==> src/rtl/ysyx_25020047_lsu_pkg.sv <==
// Shared types and RV32I load/store width codes for the ysyx_25020047 LSU.
package ysyx_25020047_lsu_pkg;

  typedef enum logic [1:0] {
    IDLE = 2'd0,
    REQ  = 2'd1,
    WAIT = 2'd2,
    DONE = 2'd3
  } lsu_state_t;

  localparam logic [2:0] F3_B  = 3'd0;
  localparam logic [2:0] F3_H  = 3'd1;
  localparam logic [2:0] F3_W  = 3'd2;
  localparam logic [2:0] F3_BU = 3'd4;
  localparam logic [2:0] F3_HU = 3'd5;

endpackage

==> src/rtl/ysyx_25020047_lsu_align.sv <==
// Combinational lane logic: load extraction/extension, store strobes/replication,
// illegal-width and (with LSU_MISALIGN_TRAP_EN defined) misalignment detection.
module ysyx_25020047_lsu_align
  import ysyx_25020047_lsu_pkg::*;
(
  input  logic        is_load,
  input  logic        is_store,
  input  logic [2:0]  funct3,
  input  logic [1:0]  lane,
  input  logic [31:0] store_data,
  input  logic [31:0] rdata,
  output logic [31:0] load_data,
  output logic [31:0] wdata,
  output logic [3:0]  wstrb,
  output logic        illegal,
  output logic        misaligned
);

  logic [7:0]  byte_val;
  logic [15:0] half_val;

  always_comb begin
    byte_val   = 8'h00;
    half_val   = 16'h0000;
    load_data  = 32'h0;
    wdata      = 32'h0;
    wstrb      = 4'b0000;
    illegal    = 1'b0;
    misaligned = 1'b0;

    case (lane)
      2'd0:    byte_val = rdata[7:0];
      2'd1:    byte_val = rdata[15:8];
      2'd2:    byte_val = rdata[23:16];
      default: byte_val = rdata[31:24];
    endcase
    half_val = lane[1] ? rdata[31:16] : rdata[15:0];

    case (funct3)
      F3_B:    load_data = {{24{byte_val[7]}}, byte_val};
      F3_BU:   load_data = {24'h0, byte_val};
      F3_H:    load_data = {{16{half_val[15]}}, half_val};
      F3_HU:   load_data = {16'h0, half_val};
      F3_W:    load_data = rdata;
      default: load_data = 32'h0;
    endcase

    // Reads never carry byte enables; only the three store widths drive lanes.
    if (is_store) begin
      case (funct3)
        F3_B: begin
          wstrb = 4'b0001 << lane;
          wdata = {4{store_data[7:0]}};
        end
        F3_H: begin
          wstrb = 4'b0011 << {lane[1], 1'b0};
          wdata = {2{store_data[15:0]}};
        end
        F3_W: begin
          wstrb = 4'b1111;
          wdata = store_data;
        end
        default: begin
          wstrb = 4'b0000;
          wdata = 32'h0;
        end
      endcase
    end

    if (is_load) begin
      illegal = !(funct3 == F3_B || funct3 == F3_H || funct3 == F3_W ||
                  funct3 == F3_BU || funct3 == F3_HU);
    end else if (is_store) begin
      illegal = !(funct3 == F3_B || funct3 == F3_H || funct3 == F3_W);
    end

`ifdef LSU_MISALIGN_TRAP_EN
    misaligned = (is_load || is_store) &&
                 ((((funct3 == F3_H) || (funct3 == F3_HU)) && lane[0]) ||
                  ((funct3 == F3_W) && (lane != 2'b00)));
`else
    misaligned = 1'b0;
`endif
  end

endmodule

==> src/rtl/ysyx_25020047_lsu.sv <==
// Multi-cycle load/store unit feeding writeback; optional misalignment trap via
// LSU_MISALIGN_TRAP_EN. FSM, timeout counter and result holding live here.
module ysyx_25020047_lsu
  import ysyx_25020047_lsu_pkg::*;
#(
  parameter int TIMEOUT_CYCLES = 16,
  parameter int ADDR_W         = 32
) (
  input  logic              clk,
  input  logic              rst,
  input  logic              in_valid,
  output logic              in_ready,
  input  logic              is_load,
  input  logic              is_store,
  input  logic [2:0]        funct3,
  input  logic [ADDR_W-1:0] addr,
  input  logic [31:0]       store_data,
  output logic              mem_req_valid,
  input  logic              mem_req_ready,
  output logic              mem_req_wen,
  output logic [ADDR_W-1:0] mem_req_addr,
  output logic [31:0]       mem_req_wdata,
  output logic [3:0]        mem_req_wstrb,
  input  logic              mem_resp_valid,
  input  logic [31:0]       mem_resp_rdata,
  output logic              out_valid,
  input  logic              out_ready,
  output logic [31:0]       memdata,
  output logic              access_fault
);

  localparam logic [7:0] TIMEOUT_LAST = 8'(TIMEOUT_CYCLES - 1);

  lsu_state_t  state;
  logic [2:0]  funct3_reg;
  logic [1:0]  lane_reg;
  logic [7:0]  wait_cnt_reg;

  logic        idle;
  logic        sel_load;
  logic        sel_store;
  logic [2:0]  sel_funct3;
  logic [1:0]  sel_lane;
  logic [31:0] load_data;
  logic [31:0] wdata;
  logic [3:0]  wstrb;
  logic        illegal;
  logic        misaligned;

  assign idle     = (state == IDLE);
  assign in_ready = idle;

  // In IDLE the aligner classifies the incoming op; afterwards it works on the
  // latched op (mem_req_wen doubles as the latched store flag).
  assign sel_load   = idle ? is_load    : !mem_req_wen;
  assign sel_store  = idle ? is_store   : mem_req_wen;
  assign sel_funct3 = idle ? funct3     : funct3_reg;
  assign sel_lane   = idle ? addr[1:0]  : lane_reg;

  ysyx_25020047_lsu_align u_align (
    .is_load    (sel_load),
    .is_store   (sel_store),
    .funct3     (sel_funct3),
    .lane       (sel_lane),
    .store_data (store_data),
    .rdata      (mem_resp_rdata),
    .load_data  (load_data),
    .wdata      (wdata),
    .wstrb      (wstrb),
    .illegal    (illegal),
    .misaligned (misaligned)
  );

  always_ff @(posedge clk or posedge rst) begin
    if (rst) begin
      state         <= IDLE;
      funct3_reg    <= 3'd0;
      lane_reg      <= 2'd0;
      wait_cnt_reg  <= 8'd0;
      mem_req_valid <= 1'b0;
      mem_req_wen   <= 1'b0;
      mem_req_addr  <= '0;
      mem_req_wdata <= 32'h0;
      mem_req_wstrb <= 4'b0000;
      out_valid     <= 1'b0;
      memdata       <= 32'h0;
      access_fault  <= 1'b0;
    end else begin
      case (state)
        IDLE: begin
          if (in_valid) begin
            funct3_reg   <= funct3;
            lane_reg     <= addr[1:0];
            memdata      <= 32'h0;
            access_fault <= 1'b0;
            if (!is_load && !is_store) begin
              state     <= DONE;
              out_valid <= 1'b1;
            end else if (illegal || misaligned) begin
              state        <= DONE;
              out_valid    <= 1'b1;
              access_fault <= 1'b1;
            end else begin
              state         <= REQ;
              mem_req_valid <= 1'b1;
              mem_req_wen   <= is_store;
              mem_req_addr  <= {addr[ADDR_W-1:2], 2'b00};
              mem_req_wdata <= wdata;
              mem_req_wstrb <= wstrb;
            end
          end
        end
        REQ: begin
          if (mem_req_ready) begin
            mem_req_valid <= 1'b0;
            wait_cnt_reg  <= 8'd0;
            state         <= WAIT;
          end
        end
        WAIT: begin
          // A response on the expiry cycle takes priority over the timeout.
          if (mem_resp_valid) begin
            memdata   <= mem_req_wen ? 32'h0 : load_data;
            out_valid <= 1'b1;
            state     <= DONE;
          end else if (wait_cnt_reg == TIMEOUT_LAST) begin
            memdata      <= 32'h0;
            access_fault <= 1'b1;
            out_valid    <= 1'b1;
            state        <= DONE;
          end else begin
            wait_cnt_reg <= wait_cnt_reg + 8'd1;
          end
        end
        DONE: begin
          if (out_ready) begin
            out_valid <= 1'b0;
            state     <= IDLE;
          end
        end
        default: state <= IDLE;
      endcase
    end
  end

endmodule

==> config.mk <==
export PLATFORM = sky130hd
export DESIGN_NAME = ysyx_25020047_lsu
export DESIGN_NICKNAME = d
export VERILOG_FILES = /design/src/rtl/ysyx_25020047_lsu_pkg.sv /design/src/rtl/ysyx_25020047_lsu_align.sv /design/src/rtl/ysyx_25020047_lsu.sv
export SDC_FILE = /design/constraint.sdc
export NUM_CORES = 1
export LEC_CHECK = 0
export CAP_MARGIN = 25
export CORE_UTILIZATION = 48
export DETAILED_ROUTE_END_ITERATION = 6
export GPL_TIMING_DRIVEN = 1
export MAX_ROUTING_LAYER = met4
export PLACE_DENSITY = 0.92
export SLEW_MARGIN = 0
export SYNTH_ARGS = -nofsm -noshare
export SYNTH_HDL_FRONTEND = slang
export SYNTH_SLANG_ARGS = --single-unit
==> constraint.sdc <==
create_clock -name clk -period 6.55 [get_ports clk]
set_input_delay 1.31 -clock clk [delete_from_list [all_inputs] [get_ports clk]]
set_output_delay 1.31 -clock clk [all_outputs]
set_load 0.005 [all_outputs]
======== Word-level counts from Yosys, hierarchy flattened ========
Index checks and enable logic that the tools add are counted.
operators by class
  add/sub/neg operators ................... 1
  equal/unequal tests ..................... 20
  shifts and indexed selects .............. 2
  mux-type cells .......................... 47
  bitwise logic cells ..................... 2
  reductions and logical operators ........ 25
operator list
  cell                                                             count
  32-bit two-way mux                                               5
  32-bit one-hot mux with 5 select lines                           1
  32-bit one-hot mux with 3 select lines                           1
  32-bit one-hot mux with 2 select lines                           1
  8-bit two-way mux                                                3
  8-bit one-hot mux with 3 select lines                            1
  1-bit two-way mux                                                18
  16-bit two-way mux                                               1
  2-bit two-way mux                                                8
  2-bit inequality test, second input constant                     8
  8-bit one-hot mux with 2 select lines                            1
  4-bit AND reduction                                              4
  4-bit one-hot mux with 3 select lines                            1
  5-bit AND reduction                                              2
  8-bit by 1-bit adder with 8-bit output, second input constant    1
  8-bit by 4-bit == test with 1-bit output, second input constant  1
  2-bit one-hot mux with 4 select lines                            1
  2-bit == test, second input constant                             3
  3-bit == test, second input constant                             2
  2-bit nonzero test                                               3
  1-bit zero test                                                  5
  2-bit by 1-bit == test with 1-bit output, second input constant  2
  2-bit zero test                                                  2
  1-bit logical OR                                                 4
  other kinds (16)                                                 18
word-level totals
  register bits after elaboration ......... 117
  output and inout port bits .............. 105
  logic and storage cells ................. 109

======== Depth between registers and ports, before layout ========
  depth in word-level cells ............... 13
  depth in mapped cells ................... 12
  mapped depth without buffers ............ 7

======== Cells and area by module ========
A second synthesis with hierarchy kept.
unflattened totals
  cell total of the unflattened synthesis .. 587
  area, all modules ....................... 6,525.0 um^2
modules (own cells, without submodules)
  module                   times used  cells an instance  area an instance (um^2)
  ysyx_25020047_lsu        1           397                5,094.9
  ysyx_25020047_lsu_align  1           190                1,430.1

======== Least setup slack after synthesis ========
Ideal clock, no wire load.
  path kind ............................... input to register
  start ................................... input port addr[0]
  end ..................................... register memdata[0]
  setup time .............................. 0.133 ns
  data arrival time ....................... 2.699 ns
  data required time ...................... 6.417 ns
  slack ................................... 3.718 ns
  cell stages on the path ................. 5
  path buffers ............................ 1
  cells stage by stage .................... mux2i_1 > buf_4 > mux4_2 > a222oi_1 > o21ai_0
on the way
  longest elaborated chain between the ends .. 7
  elaborated cells on any way between the ends .. 9
ends and longest elaborated chain
  what                                         line                           source
  from (decl)                                  ysyx_25020047_lsu.sv:16        input logic [ADDR_W-1:0] addr,
  2-bit two-way mux *                          ysyx_25020047_lsu.sv:58        assign sel_lane = idle ? addr[1:0] : lane_reg;
  2-bit == test, or another cell as far along  ysyx_25020047_lsu_align.sv:31  case (lane)
  8-bit one-hot mux with 3 select lines *      ysyx_25020047_lsu_align.sv:31
  32-bit one-hot mux with 5 select lines *     ysyx_25020047_lsu_align.sv:39  case (funct3)
  32-bit two-way mux *                         ysyx_25020047_lsu.sv:123       memdata <= mem_req_wen ? 32'h0 : load_data;
  32-bit two-way mux *                         ysyx_25020047_lsu.sv:122       if (mem_resp_valid) begin
  32-bit one-hot mux with 2 select lines *     ysyx_25020047_lsu.sv:89        case (state)
  to (signal assigned)                         ysyx_25020047_lsu.sv:123
  to (decl)                                    ysyx_25020047_lsu.sv:28        output logic [31:0] memdata,
Mark *: on every way between the ends. The rest lies on a longest branch, timed or not.
A chain may end at the register's enable or synchronous reset.

======== Worst setup path in the final report ========
  start ................................... input port funct3[1]
  end ..................................... register mem_req_valid
on the way
  longest elaborated chain between the ends .. 10
  elaborated cells on any way between the ends .. 16
ends and longest elaborated chain
  what                                                                                line                                                          source
  from (decl)                                                                         ysyx_25020047_lsu.sv:15                                       input logic [2:0] funct3,
  3-bit two-way mux *                                                                 ysyx_25020047_lsu.sv:57                                       assign sel_funct3 = idle ? funct3 : funct3_reg;
  3-bit by 1-bit == test with 1-bit output / 3-bit zero test (equally long branches)  ysyx_25020047_lsu_align.sv:71, ysyx_25020047_lsu_align.sv:74
  1-bit logical OR (2 in a row)                                                       ysyx_25020047_lsu_align.sv:71, ysyx_25020047_lsu_align.sv:74
  1-bit logical OR                                                                    ysyx_25020047_lsu_align.sv:71                                 illegal = !(funct3 == F3_B || funct3 == F3_H || funct3 == F3_W ||
  1-bit logical OR                                                                    ysyx_25020047_lsu_align.sv:72                                 funct3 == F3_BU || funct3 == F3_HU);
  1-bit zero test                                                                     ysyx_25020047_lsu_align.sv:71
  1-bit two-way mux *                                                                 ysyx_25020047_lsu_align.sv:70                                 if (is_load) begin
  2-bit inequality test (no source line) *                                            -
  5-bit AND reduction (no source line) *                                              -
  to (signal assigned)                                                                ysyx_25020047_lsu.sv:80                                       mem_req_valid <= 1'b0;
  to (signal assigned)                                                                ysyx_25020047_lsu.sv:105                                      mem_req_valid <= 1'b1;
  to (signal assigned)                                                                ysyx_25020047_lsu.sv:115                                      mem_req_valid <= 1'b0;
  to (decl)                                                                           ysyx_25020047_lsu.sv:18                                       output logic mem_req_valid,
Marked as above.

==> results.json <==
{
  "largest_registers": "mem_req_wdata: 32 flops, memdata: 32 flops, mem_req_addr: 30 flops",
  "grt.overflow.total": 0,
  "rsz_0062_raised_after_global_routing": "no",
  "grt_use_total_pct": 29.1,
  "tritoncts": "done",
  "std_cell_rows": 40,
  "worst-r2r-cell-count": 8,
  "drt_drc_violations_left": 0,
  "final_cells": 1000,
  "hold_class": "flip-flop to flip-flop",
  "drv_slew": 0,
  "postSynthCellCount": 629,
  "dr_vias_cell": 5.75,
  "floorplan.initialDensity_pct": 49.9,
  "crit_fanout": 36,
  "finalWeightedCongestion": 0.852,
  "leakage_nw": 3.78,
  "floorplan.die.height_microns": 115,
  "worst_ir_drop_on_vdd_mv": 0.291,
  "wire_length_after_detailed_routing_microns": 18300,
  "placed_area_sq_mm": 0.00817,
  "place_inst": 965,
  "worstSkewPairLatency_ns": 0.41,
  "critical_path.reg2reg.endpoint": "memdata[15]",
  "crit_path_max_incr_delay_ns": 0.74,
  "utilization_pct": 72.2,
  "cp_slowest_cell": "a21oi_4",
  "maxCapViolCount": 0,
  "whs_path_depth": 2,
  "asyncSetResetFlopFracSynth_pct": 100,
  "drt-wirelength-per-cell_microns": 18.3,
  "numClockSinks": 117,
  "post-cts-setup-buffers": 0,
  "layout_cells_sized_above_1_pct": 9.38,
  "synth.lib_cells_used.distinct": 60,
  "setup_viol_count_final": 0,
  "synth-edff-count": 0,
  "stdcell_area_sq_mm": 0.00882,
  "post_cts_resized": 0,
  "worstHoldStart": "mem_req_wdata[22]",
  "worstSetupStartpointType": "primary input",
  "synth.yosys.warnings": 0,
  "critical_path_required_time_ns": 6.88,
  "area_delta_synth_final_pct": 44.7,
  "top_level_ports": 212,
  "worstMarginPinSlew_ns": 1.05,
  "critical_path.reg2reg.startpoint": "state[1]",
  "power.density_cell_area_mw_per_mm2": 470,
  "post-route-min-period_ns": 3.67,
  "synth_area_sq_mm": 0.00610,
  "synth-seq-cells": 117,
  "clock_path_buffers": 2,
  "rrSetupSlack_ns": 3.06,
  "num_vias": 5745,
  "critical_path_arrival_ns": 4.00,
  "floorplan.core_area_sq_mm": 0.0122,
  "fmax_ghz": 0.273,
  "ys_seq_area_share_pct": 48.0,
  "ant_nets": 0,
  "htree_num_levels": 4,
  "status": "finished clean",
  "drt_first_pass_iters": 6,
  "fin_crit_sh_pct": 56.0,
  "finalPower_mw": 4.15,
  "grt_first_pass_wirelength_microns": 28200,
  "setup_total_negative_slack_ns": 0,
  "clock_skew_ns": 0.00985,
  "vias_in_the_first_global_route": 5530,
  "die_area_sq_mm": 0.0132,
  "synth.avg_cell_area_sq_um": 9.69,
  "relSlewSlack_pct": 29.9,
  "hold_path_end": "mem_req_wdata[22]",
  "port_buffers": 209,
  "cts.clk_slew.worst_paths_ns": 0.06,
  "cpLargestDelayFamily": "compound AO/OA/AOI/OAI gates",
  "critPathKind": "primary input to flip-flop",
  "dominantRegCellSynth": "dfrtp_1",
  "crit_chain": "clkdlybuf4s50_1 -> nor2_1 -> a221o_1 -> a21oi_4 -> buf_4 -> nand3_1 -> o211ai_1",
  "hpwl_microns": 13000,
  "worst-path-buf-inv": 2,
  "n_antenna_cell": 0,
  "cts_root_buffer": "clkbuf_16",
  "total_cts_buffers": 17,
  "dieWidth_microns": 115,
  "antenna_violations_before_repair": 0,
  "drt-initial-drc-count": 568,
  "nets": 932,
  "grt_start_max_net_pins": 68,
  "holdBufCountCts": 0,
  "final-hold-violation-count": 0,
  "worst_setup_path_end_kind": "flip-flop"
}
-- stage by stage --
stage / worst slack, ns / hold slack, ns
after detailed placement: 2.48 / 0.462
final: 2.88 / 0.470
after global routing: 2.69 / 0.495
after floorplan: 2.14 / 0.468
after CTS: 2.90 / 0.476
after global placement: 2.53 / 0.456
-- layout by cell type (no fill, tap or decap), types with 3 or more instances in the layout --
cell / Yosys / final
clkdlybuf4s50_1: 0 / 209
nand2_1: 180 / 180
dfrtp_1: 117 / 117
o31ai_1: 34 / 34
o21ai_0: 27 / 27
nor2_1: 17 / 17
a211oi_1: 17 / 17
o21ai_1: 17 / 17
clkbuf_16: 0 / 17
a22oi_1: 16 / 16
a21oi_1: 15 / 15
inv_1: 15 / 14
mux2i_1: 14 / 13
mux2_2: 8 / 8
a221oi_2: 8 / 8
mux4_2: 8 / 8
a222oi_1: 8 / 8
nand3_1: 7 / 7
nand2b_1: 5 / 5
a21o_1: 5 / 5
o221ai_1: 5 / 5
ha_1: 5 / 5
buf_4: 12 / 5
a22o_1: 4 / 4
nor3_1: 3 / 3
nor4b_1: 3 / 3
nand3b_1: 3 / 3
or2_2: 3 / 3
clkinvlp_4: 0 / 3
clkinv_2: 0 / 3
clkbuf_8: 0 / 3
clkbuf_1: 11 / 3
buf_16: 0 / 3
-- worst reg2reg max path: cells and delay by family (launching register included) --
| kind | cells | cell delay (ns) |
|---|---|---|
| flip-flops | 1 | 0.40 |
| multiplexers | 2 | 1.39 |
| AO/OA/AOI/OAI | 2 | 0.38 |
| AND/OR/NAND/NOR | 1 | 0.31 |
| buffers and inverters | 2 | 0.51 |
| adder cells (fa/ha/maj) | 1 | 0.34 |
-- layout make-up --
type                    instances  area, sq um
repair buffers                218         2220
inverters                      15         58.8
clock inverters                 8         76.3
well taps                     168          210
clock buffers                  23          478
fillers                       869         3390
flip-flops and latches        117         2930
multi-input cells             451         2850
-- synth_stat cells, types with 3 or more instances --
cell type  number  area share (%)
nand2_1       180              11
dfrtp_1       117              48
o31ai_1        34             4.2
o21ai_0        27             2.2
buf_2          18             1.5
a211oi_1       17             2.1
nor2_1         17             1.0
o21ai_1        17             1.4
a22oi_1        16             2.0
a21oi_1        15             1.2
inv_1          15            0.92
mux2i_1        14             2.3
buf_4          12             1.5
clkbuf_1       11            0.68
a221oi_2        8             2.0
a222oi_1        8             1.3
mux2_2          8             1.5
mux4_2          8             3.0
nand3_1         7            0.57
a21o_1          5            0.62
buf_6           5            0.92
ha_1            5             1.0
nand2b_1        5            0.51
o221ai_1        5            0.72
a22o_1          4            0.57
nand3b_1        3            0.37
nor3_1          3            0.25
nor4b_1         3            0.43
or2_2           3            0.31
-- power breakdown --
group,internal [mW],switching (mW),total [mW]
clock,0.547,0.317,0.864
sequential,1.02,0.211,1.23
combinational,1.04,1.02,2.05
total,2.60,1.54,4.15
-- worst max-delay path by stage --
stage | startpoint | to | slack, ns | depth (start not counted)
after floorplan | rst | access_fault | 2.14 | 1
after global placement | funct3[1] | mem_req_valid | 2.53 | 7
after detailed placement | funct3[1] | mem_req_wen | 2.48 | 6
after CTS | funct3[1] | mem_req_valid | 2.90 | 7
after global routing | funct3[1] | mem_req_valid | 2.69 | 7
final | funct3[1] | mem_req_valid | 2.88 | 7
-- cell families (layout without fill, tap and decap cells) --
| logic type | after synthesis | count (layout) | share of synthesized area [%] |
|---|---|---|---|
| mux | 32 | 32 | 7.33 |
| buf+inv | 62 | 264 | 5.54 |
| fa+ha+maj | 5 | 5 | 1.03 |
| simple gates | 235 | 235 | 16.3 |
| flops | 117 | 117 | 48.0 |
| compound gates | 175 | 175 | 21.4 |
| other cells | 1 | 2 | 0.0615 |
| xor+xnor | 2 | 2 | 0.287 |
-- routing by layer --
metal	global-route usage [%]	part of all wire [%]
met5	-	0
met1	35.7	42
met4	13.0	2.7
met3	6.56	7.2
met2	46.0	48
Power figures use the tool's default switching activity.
